===== config.mk =====
export PLATFORM = sky130hd
export DESIGN_NAME = ram_fifo_ctrl
export DESIGN_NICKNAME = d
export VERILOG_FILES = /design/src/rtl/ram_fifo_pkg.sv /design/src/rtl/fifo_wrap_ptr.sv /design/src/rtl/ram_fifo_ctrl.sv
export SDC_FILE = /design/constraint.sdc
export NUM_CORES = 1
export LEC_CHECK = 0
export BUFFER_PORTS_ARGS = -buffer_cell sky130_fd_sc_hd__buf_2
export CORE_MARGIN = 8
export CORE_UTILIZATION = 45
export DETAILED_ROUTE_END_ITERATION = 8
export PLACE_DENSITY_LB_ADDON = 0.2
export RECOVER_POWER = 25
export SLEW_MARGIN = 10
export SYNTH_ARGS = -nofsm -noshare
export SYNTH_HDL_FRONTEND = slang
export SYNTH_SLANG_ARGS = --single-unit

===== constraint.sdc =====
create_clock -name clk -period 2.4 [get_ports clk]
set_input_delay 0.48 -clock clk [delete_from_list [all_inputs] [get_ports clk]]
set_output_delay 0.48 -clock clk [all_outputs]
set_load 0.01 [all_outputs]

===== src/rtl/ram_fifo_pkg.sv =====
// Shared sizing and port-grant encoding for the RAM-backed FIFO controller.
package ram_fifo_pkg;
  localparam int DATA_W = 4;
  localparam int ADDR_W = 4;
  localparam int DEPTH  = 2 ** ADDR_W;

  typedef enum logic [1:0] {G_IDLE, G_WRITE, G_READ} grant_t;
endpackage


===== src/rtl/fifo_wrap_ptr.sv =====
// Wrapping RAM pointer: advances by one when inc is high, rolls over silently.
module fifo_wrap_ptr #(
  parameter int W = 4
) (
  input  logic         clk,
  input  logic         rst_n,
  input  logic         inc,
  output logic [W-1:0] ptr
);
  always_ff @(posedge clk or negedge rst_n) begin
    if (!rst_n)
      ptr <= '0;
    else if (inc)
      ptr <= ptr + 1'b1;
  end
endmodule


===== src/rtl/ram_fifo_ctrl.sv =====
// FIFO controller around a single-port 16x4 RAM with a one-word registered output stage.
module ram_fifo_ctrl
  import ram_fifo_pkg::*;
(
  input  logic              clk,
  input  logic              rst_n,
  input  logic              in_valid,
  input  logic [DATA_W-1:0] in_data,
  output logic              in_ready,
  output logic              out_valid,
  output logic [DATA_W-1:0] out_data,
  input  logic              out_ready,
  output logic              ram_write_en,
  output logic [ADDR_W-1:0] ram_address,
  output logic [DATA_W-1:0] ram_data_in,
  input  logic [DATA_W-1:0] ram_data_out,
  output logic [ADDR_W:0]   count
);
  logic [ADDR_W-1:0] wr_ptr;
  logic [ADDR_W-1:0] rd_ptr;
  logic [ADDR_W:0]   ram_cnt;
  logic              init_done;
  logic              read_req;
  grant_t            grant;

  // Refilling the output register outranks a push, so the head never stalls behind writes.
  assign read_req = (ram_cnt != '0) && (!out_valid || out_ready);
  assign in_ready = init_done && (ram_cnt != (ADDR_W + 1)'(DEPTH)) && !read_req;

  always_comb begin
    grant = G_IDLE;
    if (read_req)
      grant = G_READ;
    else if (in_valid && in_ready)
      grant = G_WRITE;
  end

  assign ram_write_en = (grant == G_WRITE);
  assign ram_address  = (grant == G_WRITE) ? wr_ptr : rd_ptr;
  assign ram_data_in  = in_data;
  assign count        = ram_cnt + {{ADDR_W{1'b0}}, out_valid};

  fifo_wrap_ptr #(.W(ADDR_W)) u_wr_ptr (
    .clk   (clk),
    .rst_n (rst_n),
    .inc   (grant == G_WRITE),
    .ptr   (wr_ptr)
  );

  fifo_wrap_ptr #(.W(ADDR_W)) u_rd_ptr (
    .clk   (clk),
    .rst_n (rst_n),
    .inc   (grant == G_READ),
    .ptr   (rd_ptr)
  );

  always_ff @(posedge clk or negedge rst_n) begin
    if (!rst_n)
      init_done <= 1'b0;
    else
      init_done <= 1'b1;
  end

  always_ff @(posedge clk or negedge rst_n) begin
    if (!rst_n)
      ram_cnt <= '0;
    else if (grant == G_READ)
      ram_cnt <= ram_cnt - 1'b1;
    else if (grant == G_WRITE)
      ram_cnt <= ram_cnt + 1'b1;
  end

  // A pop with nothing left in RAM simply empties the output register.
  always_ff @(posedge clk or negedge rst_n) begin
    if (!rst_n) begin
      out_valid <= 1'b0;
      out_data  <= '0;
    end else if (grant == G_READ) begin
      out_valid <= 1'b1;
      out_data  <= ram_data_out;
    end else if (out_valid && out_ready) begin
      out_valid <= 1'b0;
    end
  end
endmodule


==> Yosys cells after proc, flatten, opt, wreduce, memory -nomap -nowiden <==
Index checks and enable logic that the tools add are counted.
{ "word_totals": {"ff_bits": 19, "wordCells": 32, "out_inout_bits": 20, "inputBits": 12} }
{ "op_classes": {"addsub": 5, "n_eq_ne": 3, "mux": 7, "reduce_logical": 11} }
{ "op_table": {"columns": ["op", "count"], "rows": [
  ["$mux 5", 2],
  ["$add 4x1->4 const B", 2],
  ["$add 5x1->5", 1],
  ["$add 5x1->5 const B", 1],
  ["$logic_and 1x1->1", 5],
  ["$ne 5x5->1 const B", 1],
  ["$reduce_bool 5->1", 1],
  ["$sub 5x1->5 const B", 1],
  ["$mux 4", 1],
  ["$reduce_bool 2->1", 2],
  ["$mux 1", 3],
  ["$eq 2x1->1 const B", 1],
  ["$eq 2x2->1 const B", 1],
  ["$logic_not 1->1", 2],
  ["$mux 2", 1],
  ["$logic_or 1x1->1", 1]
]} }

==> Logic depth before layout (Yosys ltp) <==
Gate-level depths: netlist of the first run.
{ "logic_depth": {"ltp_word": 11, "mapped_depth": 9} }

==> Hierarchy <==
Synthesis of the first run repeated with hierarchy kept, for this count alone.
{ "hier_totals": {"hier_cells": 96, "hier_area_um2": 1122.3} }
{ "modules_own_cells": {"columns": ["mod", "area_per_inst_um2", "seq_area_each_um2", "instances", "cells_per_inst"], "rows": [
  ["ram_fifo_ctrl", 802.0, 275.3, 1, 74],
  ["fifo_wrap_ptr", 160.2, 100.1, 2, 11]
]} }

==> Worst setup path before layout of the first run <==
OpenSTA, ideal clock, no wires.
{ "synth_path": {"path_type": "reg2reg", "from": "register ram_cnt[2]", "to": "register ram_cnt[4]", "synth_period_minus_slack_ns": 2.347, "required_time_ns": 2.331, "path_buffers": 0, "arrival_time_ns": 2.278, "setup_slack_ns": 0.053, "path_stages_with_launch": 10, "setup_time_ns": 0.069, "cell_sequence": "dfrtp_1 nor4_4 nand2_1 nand2_1 inv_2 ha_1 nor2_1 a21oi_1 or4_2 nand3_1"} }
{ "synth_between": {"elab_chain_len": 9, "elab_cells_between_ends": 16} }
{ "synth_lines": {"columns": ["element", "line_no", "text"], "rows": [
  ["from (decl)", "ram_fifo_ctrl.sv:21", "logic [ADDR_W:0] ram_cnt;"],
  ["from (signal assigned)", "ram_fifo_ctrl.sv:68", "ram_cnt <= ram_cnt - 1'b1;"],
  ["from (signal assigned)", "ram_fifo_ctrl.sv:70", "ram_cnt <= ram_cnt + 1'b1;"],
  ["$reduce_bool 5->1", "ram_fifo_ctrl.sv:27", "assign read_req = (ram_cnt != '0) && (!out_valid || out_ready);"],
  ["$logic_and 1x1->1", "ram_fifo_ctrl.sv:27", null],
  ["$logic_not 1->1", "ram_fifo_ctrl.sv:28", "assign in_ready = init_done && (ram_cnt != (ADDR_W + 1)'(DEPTH)) && !read_req;"],
  ["$logic_and 1x1->1", "ram_fifo_ctrl.sv:28", null],
  ["$logic_and 1x1->1", "ram_fifo_ctrl.sv:34", "else if (in_valid && in_ready)"],
  ["$mux 1", "ram_fifo_ctrl.sv:34", null],
  ["$mux 2 (*)", "ram_fifo_ctrl.sv:32", "if (read_req)"],
  ["$eq 2x2->1 (*)", null, null],
  ["net u_rd_ptr.inc", "fifo_wrap_ptr.sv:7", "input logic inc,"],
  ["$mux 5 / $reduce_bool 2->1 (equally long branches)", null, null]
]} }
Mark *: on every way through the listed nets, which the timed path passes. The rest lies on a longest branch. The select of a mux whose other input is x is not followed.
A chain may end at the register's enable or synchronous reset.

==> Worst setup path after layout of the first run <==
{ "layout_path": {"from": "register ram_cnt[2]", "to": "output ram_address[1]"} }
{ "layout_between": {"elab_chain_len": 9, "elab_cells_between_ends": 11} }
{ "layout_lines": {"columns": ["element", "line_no", "text"], "rows": [
  ["$reduce_bool 5->1", "ram_fifo_ctrl.sv:27", null],
  ["$logic_and 1x1->1", "ram_fifo_ctrl.sv:27", null],
  ["$logic_not 1->1", "ram_fifo_ctrl.sv:28", null],
  ["$logic_and 1x1->1", "ram_fifo_ctrl.sv:28", null],
  ["$logic_and 1x1->1", "ram_fifo_ctrl.sv:34", null],
  ["$mux 1", "ram_fifo_ctrl.sv:34", null],
  ["$mux 2 (*)", "ram_fifo_ctrl.sv:32", null],
  ["$eq 2x1->1 (*)", "ram_fifo_ctrl.sv:39", "assign ram_address = (grant == G_WRITE) ? wr_ptr : rd_ptr;"],
  ["$mux 4 (*)", "ram_fifo_ctrl.sv:39", null],
  ["to (decl)", "ram_fifo_ctrl.sv:14", "output logic [ADDR_W-1:0] ram_address,"]
]} }
Every way passes the cells marked *; elsewhere a longest branch is shown, timed or not.

==> metrics, run 1 <==
outcome=finished, violations left; violated checks=setup timing; first-pass GRT wire length=4150 µm; crit path kind=reg2out; slew margin rel.=32.3%; final hold slack=0.302 ns; Post-Synth Simple-Gate Area=14.8%; Top Ports=32; final setup margin=-0.00641 ns; synthesized net count=121; Syn Std Cell Area=0.00110 mm²; Setup crit start kind=flop; Starting Density=46.1%; Total Routed Length=2510 µm; Mapped Cells=101; library cells used by synthesis=27; clk buf depth=2; hold buffer count at cts=0; filler instances=210; post-route clock period utilization=100%; die height=65.5 µm; sequential power share=30.6%; Die Area=0.00429 mm²; final net count=156; register area=475 µm²; initial antenna violation count=0; Peak VDD IR=0.600 mV; total power=1.97 mW; sequential area share after synthesis=43.2%; Overflow after GRT=0; Fmax=416 MHz; Core Rows=18; htree depth=1; largest net degree at the start of global routing=20; shortest period the worst path allows=2.41 ns; sw frac=40.9%; largest family of logic cells by synthesized area=simple AND/OR/NAND/NOR gates; part of the power in combinational logic=60.5%; # diodes=0; multiplexer share of the synthesized area=11.5%; Synth Area in Compound Gates=7.61%; Clock Sinks=19; Avg Synthesized Cell Area=10.9 µm²; Total Routing Usage GR=12.3%; worst min-delay path class=in2async; Cell Area, Placed=0.00127 mm²; Max-Cap Viols=0; ANT nets after route=0; Leak Pwr=0.665 nW; PD cells=1390 mW/mm²; Worst EP required=1.92 ns; CTS tree=done; RePlAce Congestion=0.839; FF+latch count, synth=19; die width=65.5 µm; Clock Skew=0.00243 ns; CORE AREA=0.00239 mm²; vias in the first global route=844; drt first pass iters=4; Setup WS pre-CTS=-0.0288 ns; Ys Warns=0; Max Slew Vio Count=0; Root Buffer=clkbuf_4; worst skew pair latency=0.31 ns; worst-path maximum fanout=5; area grow syn2layout=29.1%; port bufs=23; most common cell after layout, fill and taps aside=dfrtp_1; share of post-route cells with drive strength above 1=43.7%; final core utilization=59.5%; routed vias=864; final setup vio count=2; Crit. End Element=output port; Routed WL per cell=15.2 µm; Initial DRC Count=31; Worst Max-Slew Pin Slew=1.01 ns; DP HPWL=1740 µm; Multi-input gate area=641 µm²; design area=0.00142 mm²; DRC=0; internal power=1.16 mW; Hold Vio Cnt, Final=0; clock share of power=8.8%; Synth Area in Adders=9.77%; DR vias/cell=5.24; Psw=0.806 mW; Num CTS Buffers=3; Synth Area in XOR/XNOR=8.75%; clk slew on worst S/H paths=0.12 ns; commonest non-fill, non-tap cells in the layout=dfrtp_1, buf_2, buf_4, nand2_1; RSZ-0062 raised after global routing=yes; Worst Path Arrival=1.93 ns
synth_stat cells:
cell type / instances / area, µm²
dfrtp_1: 19 / 475
mux2_2: 10 / 113
nand2_1: 10 / 37.5
ha_1: 7 / 87.6
xnor2_1: 6 / 52.6
nor2_1: 5 / 18.8
o21ai_0: 5 / 25.0
xor2_1: 5 / 43.8
a21oi_1: 4 / 20.0
buf_4: 4 / 30.0
nand3_1: 4 / 20.0
inv_1: 3 / 11.3
a21o_1: 2 / 15.0
nand2b_1: 2 / 12.5
nand4_1: 2 / 12.5
or4_2: 2 / 17.5
a211o_1: 1 / 8.76
a211oi_1: 1 / 7.51
a21boi_0: 1 / 7.51
conb_1: 1 / 3.75
fa_1: 1 / 20.0
inv_2: 1 / 3.75
mux2i_2: 1 / 13.8
nand3b_1: 1 / 7.51
nand4b_1: 1 / 8.76
nor2b_1: 1 / 6.26
nor4_4: 1 / 21.3
worst paths after layout:
check / startpoint / end / slack (ns) / depth (start not counted)
min in group clk: ram_data_out[0] / out_data[0] / 0.39 / 2
worst min register to register: u_wr_ptr.ptr[3] / u_wr_ptr.ptr[3] / 0.49 / 1
worst max-delay path: ram_cnt[2] / ram_address[1] / -0.006 / 5
worst min-delay path: rst_n / out_valid / 0.30 / 1
worst max register to register: ram_cnt[2] / ram_cnt[4] / 0.08 / 10
max in group asynchronous: rst_n / u_rd_ptr.ptr[1] / 1.49 / 1
per-layer routing:
| layer | part of all wire (%) | vias up | wire, µm | GRT usage, % |
|---|---|---|---|---|
| li1 | - | 420 | - | - |
| met1 | 45 | 415 | 1140 | 15.9 |
| met5 | 0 | - | 0 | 0 |
| met2 | 48 | 24 | 1200 | 18.7 |
| met3 | 5.1 | 5 | 127 | 2.89 |
| met4 | 1.9 | 0 | 47 | 6.27 |
registers in the layout, indices dropped and copies added (netlist names):
name and cells:
init_done 1, out_data 4, out_valid 1, ram_cnt 5, u_rd_ptr.ptr 4, u_wr_ptr.ptr 4
final cells by class:
cell class	count	share of cell area [%]
multi-input cells	74	45.1
flip-flops and latches	19	33.5
repair buffers	34	15.8
well taps	30	2.64
clock buffers	3	1.58
inverters	4	1.06
clock inverters	1	0.352
power groups by stage:
stage          registers [mW]  logic [mW]  clock network, mW
5_1_grt                 0.622        1.32              0.188
3_5_place_dp            0.607       0.958                  0
6_report                0.603        1.19              0.174
2_1_floorplan           0.617       0.611                  0
4_1_cts                 0.602        1.11              0.180
3_3_place_gp            0.599       0.945                  0
per-stage QoR:
stage | cells | setup TNS, ns
2_1_floorplan | 101 | 0
3_3_place_gp | 156 | 0
3_5_place_dp | 156 | -0.0288
4_1_cts | 161 | -0.480
5_1_grt | 165 | -0.307
6_report | 165 | -0.00780
what timing repair did:
item                       CTS  global route
pin swaps                    1             2
hold endpoints to repair     0             0
cloned                       0             0
setup buffers                1             4
setup endpoints to repair    6             7
gates resized for setup     14             3
worst max-delay path, stage by stage (launching register included):
cell and delay [ns]:
dfrtp_1 0.43, nor4_4 0.34, mux2i_2 0.26, buf_6 0.15, mux2_4 0.31, buf_6 0.12
cell families (layout without fill, tap and decap cells):
kind of cell    after synthesis  after routing
simple gates                 29             29
compound gates               14             14
fa+ha+maj                     8              8
other cells                   1              1
flops                        19             19
xor+xnor                     11             11
mux                          11             11
buf+inv                       8             42
Note: power is estimated with default switching activity, not from simulation.
==> run 2, diff against run 1 <==
--- a/config.mk
+++ b/config.mk
@@ -7,7 +7,7 @@
 export LEC_CHECK = 0
 export BUFFER_PORTS_ARGS = -buffer_cell sky130_fd_sc_hd__buf_2
 export CORE_MARGIN = 8
-export CORE_UTILIZATION = 45
+export CORE_UTILIZATION = 50
 export DETAILED_ROUTE_END_ITERATION = 8
 export PLACE_DENSITY_LB_ADDON = 0.2
 export RECOVER_POWER = 25
==> constraint.sdc (replaced) <==
create_clock -name clk -period 2.6 [get_ports clk]
set_input_delay 0.52 -clock clk [delete_from_list [all_inputs] [get_ports clk]]
set_output_delay 0.52 -clock clk [all_outputs]
set_load 0.01 [all_outputs]
==> metrics, run 2 (synthesized netlist as in run 1, its figures left out) <==
largest net degree at the start of global routing=20 (unchanged); area grow syn2layout=19.0% (was 29.1%); initial antenna violation count=0 (unchanged); RePlAce Congestion=0.860 (was 0.839); htree depth=1 (unchanged); Setup crit start kind=flop (unchanged); slew margin rel.=32.5% (was 32.3%); # diodes=0 (unchanged); Total Routed Length=2360 µm (was 2510 µm); commonest non-fill, non-tap cells in the layout=buf_2, dfrtp_1, nand2_1, mux2_2 (was dfrtp_1, buf_2, buf_4, nand2_1); register with the most flip-flops=ram_cnt (unchanged); final net count=152 (was 156); Top Ports=32 (unchanged); post-route clock period utilization=97.2%; Core Rows=17 (was 18); Multi-input gate area=589 µm² (was 641 µm²); Peak VDD IR=0.574 mV (was 0.600 mV); ANT nets after route=0 (unchanged); routed vias=857 (was 864); Leak Pwr=0.613 nW (was 0.665 nW); final setup margin=0.0719 ns (was -0.00641 ns); hold buffer count at cts=0 (unchanged); filler instances=180 (was 210); most common cell after layout, fill and taps aside=buf_2 (was dfrtp_1); Num CTS Buffers=3 (unchanged); Starting Density=51.3% (was 46.1%); worst-path maximum fanout=6 (was 5); Worst Path Arrival=2.01 ns (was 1.93 ns); register area=477 µm² (was 475 µm²); Die Area=0.00396 mm² (was 0.00429 mm²); Worst Max-Slew Pin Slew=1.01 ns (about the same); Total Routing Usage GR=12.1% (was 12.3%); Setup WS pre-CTS=0.216 ns (was -0.0288 ns); worst min-delay path class=in2async (unchanged); vias in the first global route=907 (was 844); die width=62.9 µm (was 65.5 µm); DP HPWL=1780 µm (was 1740 µm); Max Slew Vio Count=0 (unchanged); DR vias/cell=5.39 (was 5.24); CTS tree=done (unchanged); Initial DRC Count=15 (was 31); Overflow after GRT=0 (unchanged); Max-Cap Viols=0 (unchanged); final setup vio count=0 (was 2); final core utilization=61.0% (was 59.5%); clk buf depth=2 (unchanged); DRC=0 (unchanged); worst skew pair latency=0.30 ns (was 0.31 ns); Crit. End Element=output port (unchanged); PD cells=1230 mW/mm² (was 1390 mW/mm²); clk slew on worst S/H paths=0.11 ns (was 0.12 ns); shortest period the worst path allows=2.53 ns; share of post-route cells with drive strength above 1=37.4% (was 43.7%); Hold Vio Cnt, Final=0 (unchanged); Worst EP required=2.08 ns (was 1.92 ns); crit path kind=reg2out (unchanged); port bufs=23 (unchanged); max reg flops=5 (unchanged); total power=1.61 mW (was 1.97 mW); Routed WL per cell=14.8 µm (was 15.2 µm); Root Buffer=clkbuf_4 (unchanged); Clock Sinks=19 (unchanged); Fmax=396 MHz; die height=62.9 µm (was 65.5 µm); Clock Skew=0.00586 ns (was 0.00243 ns); CORE AREA=0.00215 mm² (was 0.00239 mm²); first-pass GRT wire length=4020 µm (was 4150 µm); drt first pass iters=4 (unchanged); outcome=finished, final reports clean (was finished, violations left)
-- run 2: report_power, final --
part / internal (mW) / total, mW / switching (mW)
combinational: 0.446 / 0.892 / 0.446
sequential: 0.428 / 0.564 / 0.136
clock: 0.0572 / 0.150 / 0.0931
total: 0.931 / 1.61 / 0.675
-- run 2: through the flow --
stage	hold slack, ns	cell area, µm²	cells	setup TNS [ns]
global route	0.432	1310	159	-0.000456
CTS	0.144	1300	158	0
floorplan	0.224	1100	101	0
global placement	0.457	1250	152	0
detailed placement	0.478	1250	152	0
finish	0.360	1310	159	0
-- run 2: layout make-up --
| type | instances | share of cell area (%) |
|---|---|---|
| multi-input combinational | 74 | 45.0 |
| sequential | 19 | 36.4 |
| timing repair buffer | 30 | 12.7 |
| tap | 28 | 2.67 |
| clock buffer | 3 | 1.72 |
| inverter | 4 | 1.15 |
| clock inverter | 1 | 0.382 |
-- run 2: what timing repair did --
action	4_1_cts	5_1_grt
resized for setup	2	0
setup buffers	2	1
pin swaps	1	1
endpoints found under the setup margin	4	6
-- run 2: worst paths after layout --
kind / startpoint / end / slack, ns / depth (start not counted)
max: ram_cnt[2] / ram_address[3] / 0.07 / 5
min: rst_n / init_done / 0.36 / 1
max reg2reg: ram_cnt[2] / ram_cnt[4] / 0.14 / 11
min reg2reg: u_rd_ptr.ptr[3] / u_rd_ptr.ptr[3] / 0.50 / 1
max in group asynchronous: rst_n / ram_cnt[1] / 1.57 / 1
min in group clk: ram_data_out[2] / out_data[2] / 0.44 / 2
-- run 2: metal layers --
metal / wire length [µm] / track usage [%]
met4: 19 / 3.42
met2: 1140 / 21.0
met5: 0 / 0
met3: 167 / 3.94
met1: 1030 / 13.6
-- run 2: critical path, stage by stage, from the launching register on --
cell	delay (ns)
dfrtp_1	0.43
nor4_4	0.26
buf_4	0.18
mux2i_4	0.33
mux2_2	0.37
buf_2	0.14
